## src/rtl/unison_pkg.sv

```systemverilog
// Shared definitions for the unison readout path: feedback pulse encoding,
// step decode and the output buffer state.
package unison_pkg;

    localparam logic [1:0] FB_UP = 2'b01;
    localparam logic [1:0] FB_DN = 2'b10;

    typedef enum logic {EMPTY, FULL} buf_state_e;

    // Both pulses at once cancel, as does no pulse.
    function automatic logic signed [1:0] decode_step(input logic [1:0] fb);
        case (fb)
            FB_UP:   return 2'sd1;
            FB_DN:   return -2'sd1;
            default: return 2'sd0;
        endcase
    endfunction

endpackage

```

## src/rtl/updown_accum.sv

```systemverilog
// Signed up/down accumulator with clear-on-frame-close.
// UNISON_ACC_SAT_EN selects symmetric saturation; otherwise the sum wraps.
module updown_accum
    import unison_pkg::*;
#(
    parameter int unsigned ACC_W = 12
) (
    input  logic                    clk,
    input  logic                    rst,
    input  logic                    en,
    input  logic                    clr,
    input  logic signed [1:0]       step,
    output logic signed [ACC_W-1:0] acc_next
);

    logic signed [ACC_W-1:0] acc_q;
    logic signed [ACC_W:0]   sum;

    // One guard bit so the range test sees the true sum before truncation.
    assign sum = {acc_q[ACC_W-1], acc_q} + {{(ACC_W-1){step[1]}}, step};

`ifdef UNISON_ACC_SAT_EN
    localparam logic signed [ACC_W:0] Lim = (ACC_W+1)'((2 ** (ACC_W-1)) - 1);

    always_comb begin
        acc_next = sum[ACC_W-1:0];
        if (sum > Lim) begin
            acc_next = Lim[ACC_W-1:0];
        end else if (sum < -Lim) begin
            acc_next = -Lim[ACC_W-1:0];
        end
    end
`else
    assign acc_next = sum[ACC_W-1:0];
`endif

    always_ff @(posedge clk or posedge rst) begin
        if (rst) begin
            acc_q <= '0;
        end else if (en) begin
            acc_q <= clr ? '0 : acc_next;
        end
    end

endmodule

```

## src/rtl/unison_readout_accum.sv

```systemverilog
// Frame integrator for the unison I/Q feedback pulses with a one-entry output
// buffer. Accumulator saturation is selected by UNISON_ACC_SAT_EN.
module unison_readout_accum
    import unison_pkg::*;
#(
    parameter int unsigned ACC_W     = 12,
    parameter int unsigned FRAME_LEN = 256,
    parameter int unsigned CNT_W     = $clog2(FRAME_LEN)
) (
    input  logic             clk_master,
    input  logic             rst,
    input  logic             ud_en,
    input  logic [1:0]       read_out_I,
    input  logic [1:0]       read_out_Q,
    output logic [ACC_W-1:0] out_I,
    output logic [ACC_W-1:0] out_Q,
    output logic             out_valid,
    input  logic             out_ready,
    output logic             overrun,
    input  logic             overrun_clr
);

    logic [1:0]              ri_q, rq_q;
    logic [CNT_W-1:0]        cnt_q;
    logic                    frame_close;
    logic                    drop;
    logic signed [ACC_W-1:0] next_i, next_q;
    buf_state_e              buf_q;

    always_ff @(posedge clk_master or posedge rst) begin
        if (rst) begin
            ri_q <= '0;
            rq_q <= '0;
        end else begin
            ri_q <= read_out_I;
            rq_q <= read_out_Q;
        end
    end

    assign frame_close = ud_en && (cnt_q == CNT_W'(FRAME_LEN - 1));
    assign drop        = frame_close && (buf_q == FULL) && !out_ready;

    always_ff @(posedge clk_master or posedge rst) begin
        if (rst) begin
            cnt_q <= '0;
        end else if (ud_en) begin
            cnt_q <= frame_close ? '0 : cnt_q + 1'b1;
        end
    end

    updown_accum #(
        .ACC_W (ACC_W)
    ) u_accum_i (
        .clk      (clk_master),
        .rst      (rst),
        .en       (ud_en),
        .clr      (frame_close),
        .step     (decode_step(ri_q)),
        .acc_next (next_i)
    );

    updown_accum #(
        .ACC_W (ACC_W)
    ) u_accum_q (
        .clk      (clk_master),
        .rst      (rst),
        .en       (ud_en),
        .clr      (frame_close),
        .step     (decode_step(rq_q)),
        .acc_next (next_q)
    );

    // A closing frame may replace a buffered one only if it is read this cycle.
    always_ff @(posedge clk_master or posedge rst) begin
        if (rst) begin
            buf_q     <= EMPTY;
            out_I     <= '0;
            out_Q     <= '0;
            out_valid <= 1'b0;
        end else begin
            case (buf_q)
                EMPTY: begin
                    if (frame_close) begin
                        out_I     <= next_i;
                        out_Q     <= next_q;
                        out_valid <= 1'b1;
                        buf_q     <= FULL;
                    end
                end
                FULL: begin
                    if (frame_close && out_ready) begin
                        out_I <= next_i;
                        out_Q <= next_q;
                    end else if (!frame_close && out_ready) begin
                        out_valid <= 1'b0;
                        buf_q     <= EMPTY;
                    end
                end
                default: begin
                    buf_q     <= EMPTY;
                    out_valid <= 1'b0;
                end
            endcase
        end
    end

    always_ff @(posedge clk_master or posedge rst) begin
        if (rst) begin
            overrun <= 1'b0;
        end else if (drop) begin
            overrun <= 1'b1;
        end else if (overrun_clr) begin
            overrun <= 1'b0;
        end
    end

endmodule

```

## config.mk

```make
export PLATFORM = sky130hd
export DESIGN_NAME = unison_readout_accum
export DESIGN_NICKNAME = d
export VERILOG_FILES = /design/src/rtl/unison_pkg.sv /design/src/rtl/updown_accum.sv /design/src/rtl/unison_readout_accum.sv
export SDC_FILE = /design/constraint.sdc
export NUM_CORES = 1
export LEC_CHECK = 0
export ABC_AREA = 1
export CORE_UTILIZATION = 37
export DETAILED_ROUTE_END_ITERATION = 7
export GPL_TIMING_DRIVEN = 0
export PLACE_DENSITY = 0.59
export SYNTH_ARGS = -nofsm -noshare
export SYNTH_HDL_FRONTEND = slang
export SYNTH_SLANG_ARGS = --single-unit
```

## constraint.sdc

```tcl
create_clock -name clk_master -period 2.9 [get_ports clk_master]
set_clock_uncertainty 0.2 [all_clocks]
set_input_delay 0.435 -clock clk_master [delete_from_list [all_inputs] [get_ports clk_master]]
set_output_delay 0.435 -clock clk_master [all_outputs]
set_load 0.005 [all_outputs]
```

Word-level counts from Yosys, hierarchy flattened
Cells that the tools add are included.
Widths: inputs -> output; s select.
{"block": "op_classes", "bitwise_logic": 1, "mux": 21, "n_eq_ne": 9, "n_addsub": 3, "reduce_logical": 10}
{"op": "$mux 12", "n": 6}
{"op": "$pmux 12 s2", "n": 2}
{"op": "$add 12x2->12", "n": 2}
{"op": "$add 8x1->8 const B", "n": 1}
{"op": "$eq 8x8->1 const B", "n": 1}
{"op": "$mux 1", "n": 8}
{"op": "$mux 8", "n": 1}
{"op": "$pmux 2 s2", "n": 2}
{"op": "$logic_and 1x1->1", "n": 5}
{"op": "$eq 2x1->1 const B", "n": 2}
{"op": "$eq 2x2->1 const B", "n": 2}
{"op": "$ne 2x1->1 const B", "n": 2}
{"op": "$ne 2x2->1 const B", "n": 2}
{"op": "$pmux 1 s2", "n": 2}
{"op": "$reduce_and 3->1", "n": 1}
{"op": "$logic_not 1->1", "n": 2}
{"op": "$reduce_and 2->1", "n": 1}
{"op": "$reduce_bool 2->1", "n": 1}
{"op": "$not 1->1", "n": 1}
{"block": "word_totals", "word_cells": 54, "inputBits": 9, "reg_bits": 63, "output_inout_bits": 26}

Longest topological paths before layout
Gate-level depths: netlist of run 1.
{"block": "depth", "word_depth": 7, "ltp_mapped": 16, "mapped_depth_nobuf": 15}

Hierarchy
From an unflattened synthesis of run 1, not the netlist that was laid out.
{"block": "unflattened", "hier_cells": 528, "area_unflattened_um2": 4025.1}
{"mod": "updown_accum", "seq_area_each_um2": 300.3, "n_inst": 2, "cells_each": 171, "area_each_um2": 1156.1}
{"mod": "unison_readout_accum", "seq_area_each_um2": 975.9, "n_inst": 1, "cells_each": 186, "area_each_um2": 1712.9}

Worst setup path after synthesis of run 1
Ideal clock, no wire load.
{"block": "synth_path", "kind": "reg2reg", "from": "register rq_q[1]", "to": "register out_Q[6]", "t_required_ns": 2.582, "path_slack_ns": 0.770, "arrival_time_ns": 1.813, "period_less_slack_ns": 2.130, "stages_incl_launch_ff": 15, "path_cell_list": "dfrtp_1 ha_1 buf_4 inv_2 nand2_1 nand2_1 inv_1 ha_1 o21bai_1 nand3_1 nand2_1 nand2_1 nand3b_1 nand3_1 nand2_1"}
{"block": "synth_between", "elab_chain_cells": 5}
{"item": "start, declared", "line_no": "unison_readout_accum.sv:23", "rtl": "logic [1:0] ri_q, rq_q;"}
{"item": "start signal, assigned", "line_no": "unison_readout_accum.sv:36", "rtl": "rq_q <= read_out_Q;"}
{"item": "$eq 2x2->1 / $eq 2x1->1 (equally long branches)", "line_no": "unison_pkg.sv:12", "rtl": "case (fb)"}
{"item": "$pmux 2 s2 (*)", "line_no": "unison_pkg.sv:12"}
{"item": "$add 12x2->12 (*)", "line_no": "updown_accum.sv:20", "rtl": "assign sum = {acc_q[ACC_W-1], acc_q} + {{(ACC_W-1){step[1]}}, step};"}
{"item": "$mux 12, on equally long branches", "line_no": "unison_readout_accum.sv:91, unison_readout_accum.sv:83"}
{"item": "$pmux 12 s2 (*)", "line_no": "unison_readout_accum.sv:81", "rtl": "case (buf_q)"}
{"item": "end signal, assigned", "line_no": "unison_readout_accum.sv:85", "rtl": "out_Q <= next_q;"}
{"item": "end signal, assigned", "line_no": "unison_readout_accum.sv:93", "rtl": "out_Q <= next_q;"}
{"item": "end, declared", "line_no": "unison_readout_accum.sv:16", "rtl": "output logic [ACC_W-1:0] out_Q,"}
Mark *: on every way between the ends. The rest lies on a longest branch, timed or not. The select of a mux whose other input is x is not followed.
A chain may end at the register's enable or synchronous reset.

Final worst setup path of run 1
{"block": "layout_path", "from": "register ri_q[0]", "to": "register u_accum_i.acc_q[4]"}
{"block": "layout_between", "elab_chain_cells": 4}
{"item": "start, declared", "line_no": "unison_readout_accum.sv:23"}
{"item": "start signal, assigned", "line_no": "unison_readout_accum.sv:35", "rtl": "ri_q <= read_out_I;"}
{"item": "$eq 2x2->1 / $eq 2x1->1 (equally long branches)", "line_no": "unison_pkg.sv:12"}
{"item": "$pmux 2 s2 (*)", "line_no": "unison_pkg.sv:12"}
{"item": "$add 12x2->12 (*)", "line_no": "updown_accum.sv:20"}
{"item": "$mux 12 (*)", "line_no": "updown_accum.sv:41", "rtl": "acc_q <= clr ? '0 : acc_next;"}
{"item": "end signal, assigned", "line_no": "updown_accum.sv:41"}
{"item": "end, declared", "line_no": "updown_accum.sv:16", "rtl": "logic signed [ACC_W-1:0] acc_q;"}
Mark *: on every way between the ends. The rest lies on a longest branch, timed or not.

==> metrics.txt, run 1 <==
Yosys top cell area share 40.5%; post-layout util 45.1%; Worst R2R Setup Slack 0.44 ns; Residual DRC 0; CTS Hold Bufs 0; crit path setup slack, layout 0.439 ns; DP HPWL about 7100 µm; dpl ws approximately 0.32 ns; fmax 406 MHz; gpl congestion approximately 0.91; setup TNS 0 ns; Sink Count 63; fin crit period 2.46 ns; Power Total 3980 µW; mux share of post-synthesis cell area 0%; most numerous cell in the Yosys netlist nand2_1; largest net degree at the start of global routing 41; die width approximately 100 µm; critical path type reg -> reg; layout cell share with drive strength beyond 1 a little under a tenth; GR Util All Layers 19.3%; # setup viols final 0; Die Y-Extent between 100 and 150 µm; area grow syn2layout 19.0%; Setup crit start kind flop; Die Area 0.0109 mm²; number of flops mapped to enable cells by yosys 0; Synth cell types 36; Mapped Area 0.00389 mm²; largest family of logic cells by synthesized area simple AND/OR/NAND/NOR gates; Layout Nets 615; first-pass GRT wire length 16600 µm; Row Count 37; Syn Inst Count 550; Post-Synth Adder-Cell Area 3.22%; Worst-Skew Late Latency roughly 0.35 ns; largest cells by area after synthesis dfrtp_1 41%, nand2_1 19%, nand3_1 6.6%, inv_1 6.4%, nor2_1 4.1%; CP max FO 10; Antenna Violating Nets Remaining 0; Max Cap Viol 0; post-cts sizing count 0; io pins 35; Worst-Margin Slew 0.620 ns; RSZ-0062 raised after global routing false; total wire length between 9000 and 10000 µm; Worst EP arrival 2.48 ns; PwrDens 859 mW/mm²; DR pass1 iterations 5; register area share after synthesis 40.5%; Worst Path Required 2.92 ns; CTS clk-pin slew, worst paths 0.08 ns; CTS root buf clkbuf_8; fraction of registers with async set/reset 100%; DRC marker count from the first detailed-route iteration 246; Routed WL per cell 12.9 µm; total CTS buffers 9; worst min path class in -> async; Slew HR 58.7%; average size of a mapped cell 7.07 µm²; yosys warns 0; Mapped Nets 569; port bufs 34; diode count 0; #FFs+latches synth 63; routed vias 3537; Final period util 84.9%; Worst Setup End Kind flop; fraction of synthesized cell area in xor and xnor cells 2.70%; Compound-Gate Fraction of Synth Area 7.36%; core area 0.0103 mm²; final hold vios 0; CTS tree built; Max Slew Vio Count 0; via/cell ratio 4.80; status completed; vias in the first global route 3530; cells on worst reg2reg path 11; R2R Path End u_accum_i.acc_q[4]$_DFFE_PP0P_; top_reg_cell synth dfrtp_1; Simple-Gate Fraction of Synth Area 36.9%; cell taking the most area after synthesis dfrtp_1; initial antenna violation count 0; fill count between 1k and 1.5k; postcts setup bufs 0; initial cell density of the core 37.9%; top cells by count, synth 201 x nand2_1, 66 x inv_1, 63 x dfrtp_1, 51 x nand3_1, 42 x nor2_1; Max H-tree Level 3; Crit Reg-Reg Startpoint ri_q[0]$_DFF_PP0_; maximum vdd drop about 0.00037 V; CTS Buffer Depth 2; total grt overflow 0; leakage 0.00242 µW
per-layer routing:
layer | share of wire (%) | wire length [µm] | GRT usage [%] | up-vias
met5 | 0 | 0 | 0 | -
li1 | - | - | - | 1822
met2 | 47 | 4450 | 32.0 | 66
met3 | 4.2 | 398 | 3.62 | 12
met1 | 47 | 4510 | 24.6 | 1637
met4 | 1.6 | 153 | 8.27 | 0
kinds of logic (layout without fill, tap and decap cells):
kind of cell | after synthesis | in the layout
buffers and inverters | 87 | 138
xor gates and xnor gates | 12 | 12
and+or+nand+nor | 328 | 328
AOI/OAI and AO/OA | 50 | 50
DFF | 63 | 63
adders and majority gates | 10 | 10
report_power, final:
part	switching [µW]	total, µW	internal, µW
clock network	368	813	446
registers	248	1470	1220
logic	931	1690	761
worst max path at each step:
stage                     depth (start not counted)  slack (ns)                              to         startpoint
after floorplan                                   1        0.70                 buf_q$_DFF_PP0_                rst
after global placement                            2       -0.51  u_accum_i.acc_q[8]$_DFFE_PP0P_                rst
after detailed placement                          9        0.32            out_Q[3]$_DFFE_PP0P_              ud_en
after CTS                                        12        0.43            out_Q[4]$_DFFE_PP0P_  rq_q[1]$_DFF_PP0_
after global routing                             15        0.23  u_accum_q.acc_q[6]$_DFFE_PP0P_  rq_q[0]$_DFF_PP0_
final                                            11        0.44  u_accum_i.acc_q[4]$_DFFE_PP0P_  ri_q[0]$_DFF_PP0_
stage by stage:
| stage | hold WS, ns | std cells | instance area [µm²] |
|---|---|---|---|
| 6_report | 0.231 | 737 | 4630 |
| 3_5_place_dp | 0.266 | 721 | 4420 |
| 4_1_cts | 0.246 | 737 | 4630 |
| 5_1_grt | 0.278 | 737 | 4630 |
| 2_1_floorplan | 0.256 | 550 | 3890 |
| 3_3_place_gp | 0.264 | 720 | 4400 |
final cells by class:
cell class,instances,area [µm²],area share (%)
flip-flops and latches,63,1580,34.0
repair buffers,35,360,7.78
well taps,136,170,3.67
clock inverters,4,53.8,1.16
multi-input cells,400,1950,42.2
plain buffers,15,92.6,2.00
clock buffers,12,155,3.35
inverters,72,270,5.84
registers in the layout, indices dropped and copies added (netlist names):
name and count:
u_accum_q.acc_q 12, rq_q 2, ri_q 2, cnt_q 8
overrun 1, u_accum_i.acc_q 12, out_I 12, buf_q 1
out_valid 1, out_Q 12
layout by cell type, fill, tap and decap left out, types with 2 or more instances in the layout:
master / netlist / routed
o21ai_1: 10 / 10
nor2_4: 6 / 6
nand3_1: 51 / 51
o21ai_0: 16 / 16
inv_2: 5 / 6
clkdlybuf4s50_1: 0 / 34
o22ai_1: 8 / 8
buf_2: 7 / 7
dfrtp_1: 63 / 63
ha_1: 10 / 10
nand3b_1: 3 / 3
inv_1: 66 / 65
nand2_1: 201 / 201
nand2_2: 2 / 2
nor3_1: 3 / 3
o21a_1: 2 / 2
xor2_1: 7 / 7
nor2_2: 8 / 8
clkinvlp_4: 0 / 2
o21bai_1: 3 / 3
clkbuf_1: 2 / 3
nor2_1: 42 / 42
xnor2_1: 5 / 5
buf_4: 2 / 2
a21oi_1: 8 / 8
nand4_1: 8 / 8
clkbuf_8: 0 / 11
critical path: stages (launching register included):
cell	delay, ns
dfrtp_1	0.36
inv_1	0.07
ha_1	0.26
buf_6	0.19
nand2_1	0.06
inv_1	0.09
nor2_4	0.04
ha_1	0.19
a21oi_1	0.31
o21bai_2	0.16
xor2_1	0.28
o22ai_1	0.11
(Power assumes the default switching activity.)
==> run 2: changes to the inputs <==
==> constraint.sdc (replaced) <==
create_clock -name clk_master -period 2.38 [get_ports clk_master]
set_clock_uncertainty 0.2 [all_clocks]
set_input_delay 0.357 -clock clk_master [delete_from_list [all_inputs] [get_ports clk_master]]
set_output_delay 0.357 -clock clk_master [all_outputs]
set_load 0.005 [all_outputs]
==> run 2 against run 1 <==
Against the previous run:
- cell area grew 1.7%
- clock power grew 21%
- setup slack lost 0.32 ns
- hold slack lost 0.079 ns
- critical path type unchanged
==> metrics.txt, run 2 (synthesis gave the netlist of run 1 again) <==
area of the multi-input gates 0.00200 mm² (+2.4%); Die Y-Extent 105 µm (unchanged); Final period util 95.0% (+10 points); DR pass1 iterations 4 (-1); Slew HR 57.8% (-0.85 points); critical path type reg -> reg; Sink Count 63 (unchanged); DRC marker count from the first detailed-route iteration 234 (-4.9%); CTS clk-pin slew, worst paths 0.07 ns (about the same); CP max FO 9 (-1); switching share of total power 39.0% (+0.096 points); Max Cap Viol 0 (unchanged); layout cell share with drive strength beyond 1 11.3% (+1.9 points); CP Launch Point rq_q[1]$_DFF_PP0_; crit path to out_Q[8]$_DFFE_PP0P_; port bufs 34 (unchanged); Layout Nets 618 (+0.49%); total wire length 9650 µm (+1.4%); first-pass GRT wire length 16700 µm (+0.17%); Gate power share 43.2% (+0.6 points); GR Util All Layers 19.4% (+0.040 points); Worst-Skew Late Latency 0.35 ns (about the same); via/cell ratio 4.85 (+1.1%); largest net degree at the start of global routing 41 (unchanged); Die Area 0.0109 mm² (unchanged); gpl congestion 0.913 (unchanged); commonest non-fill, non-tap cell in the layout nand2_1; die width 105 µm (unchanged); DP Area 0.00442 mm² (unchanged); status completed; Routed WL per cell 13.0 µm (+0.98%); NetSw 1910 µW (+23%); maximum vdd drop 0.000454 V (+23%); cells on worst reg2reg path 14 (+3); area grow syn2layout 21.0%; total CTS buffers 9 (unchanged); P_int 2990 µW (+23%); CTS Buffer Depth 2 (unchanged); initial cell density of the core 37.9% (unchanged); CTS root buf clkbuf_8; dpl ws -0.127 ns (-0.442 ns); Max H-tree Level 3 (unchanged); CTS tree built; Worst Setup End Kind flop; core area 0.0103 mm² (unchanged); Worst EP arrival 2.30 ns (-0.18 ns); Worst R2R Setup Slack 0.12 ns (-0.32 ns); PwrDens 1040 mW/mm² (+21%); Clk pwr share 20.1% (-0.3 points); diode count 0 (unchanged); io pins 35 (unchanged); Worst Path Required 2.42 ns (-0.50 ns); Setup crit start kind flop; fmax 443 MHz (+8.9%); Max Slew Vio Count 0 (unchanged); Worst-Margin Slew 0.633 ns (+0.0128 ns); Residual DRC 0 (unchanged); most frequent cells in the layout 197 x nand2_1, 65 x inv_1, 63 x dfrtp_1; total grt overflow 0 (unchanged); Antenna Violating Nets Remaining 0 (unchanged); Sequential Area 0.00158 mm² (unchanged); routed vias 3589 (+1.5%); worst min path class in -> async; fin crit period 2.26 ns (-0.201 ns); # setup viols final 0 (unchanged); DP HPWL 7070 µm (unchanged); vias in the first global route 3533 (+0.085%); initial antenna violation count 0 (unchanged); leakage 0.00244 µW (+0.94%); sequential power share 36.7% (-0.3 points); final hold vios 0 (unchanged); Crit Reg-Reg Startpoint rq_q[1]$_DFF_PP0_; Row Count 37 (unchanged); crit path setup slack, layout 0.120 ns (-0.319 ns); CTS Hold Bufs 0 (unchanged); fin area 0.00471 mm² (+1.7%); R2R Path End out_Q[8]$_DFFE_PP0P_; fill count 1071 (-0.093%)
[run 2: cell count changes in the layout (fill, tap and decap cells not counted), moves of 2 or more]
cell,before,now
nand2_1,201,197
nand2_2,2,6
buf_4,2,4
ha_1,10,8
[run 2: power by group through the flow]
stage	combinational, µW	sequential [µW]	clock [µW]
2_1_floorplan	1380	1770	0
3_3_place_gp	2030	1800	0
3_5_place_dp	2060	1810	0
4_1_cts	2090	1800	1020
5_1_grt	2390	1860	1060
6_report	2110	1800	987
[run 2: layer usage]
metal / vias to the layer above / routed length (µm) / GRT usage, %
li1: 1831 / - / -
met4: 0 / 92 / 8.27
met3: 9 / 391 / 3.62
met5: - / 0 / 0
met2: 61 / 4640 / 32.2
met1: 1688 / 4520 / 24.6
[run 2: stage by stage]
step | util, % | instances | power (µW) | hold WS [ns] | TNS (ns)
floorplan | - | 550 | 3150 | 0.188 | 0
global placement | 42.8 | 720 | 3840 | 0.264 | -61.74
detailed placement | 43.0 | 721 | 3880 | 0.266 | -3.54
CTS | 45.3 | 737 | 4910 | 0.168 | 0
global route | 45.8 | 740 | 5310 | 0.200 | -0.0325
finish | 45.8 | 740 | 4900 | 0.152 | 0
[run 2: worst min-delay path by stage]
stage | startpoint | end | slack [ns] | depth (start not counted)
after global placement | out_Q[7]$_DFFE_PP0P_ | out_Q[7]$_DFFE_PP0P_ | 0.26 | 2
after detailed placement | out_Q[11]$_DFFE_PP0P_ | out_Q[11]$_DFFE_PP0P_ | 0.27 | 2
after global routing | rst | out_I[3]$_DFFE_PP0P_ | 0.20 | 2
final | rst | out_I[3]$_DFFE_PP0P_ | 0.15 | 2
after CTS | rst | out_I[3]$_DFFE_PP0P_ | 0.17 | 2
after floorplan | read_out_I[0] | ri_q[0]$_DFF_PP0_ | 0.19 | 0
[run 2: layout make-up]
class | instances | share of cell area [%]
Multi-Input combinational cell | 400 | 42.5
Clock buffer | 12 | 3.29
Sequential cell | 63 | 33.5
Inverter | 72 | 5.84
Buffer | 15 | 2.05
Clock inverter | 4 | 1.14
Tap cell | 136 | 3.61
Timing Repair Buffer | 38 | 8.13
[run 2: worst max-delay path, stage by stage (launching register included)]
cell      delay, ns
dfrtp_1        0.39
ha_2           0.18
buf_6          0.14
inv_6          0.08
nand2_1        0.08
nand2_2        0.10
inv_1          0.05
ha_1           0.18
o21bai_4       0.18
nand3_1        0.10
nand2_2        0.11
nand2_2        0.10
nand4_1        0.11
nand3_1        0.09
nand2_1        0.05
[run 2: timing repair]
| action | 4_1_cts | 5_1_grt |
|---|---|---|
| endpoints found under the setup margin | 12 | 15 |
| gates resized for setup | 7 | 7 |
| pin swaps | 0 | 7 |
| setup buffers | 0 | 3 |
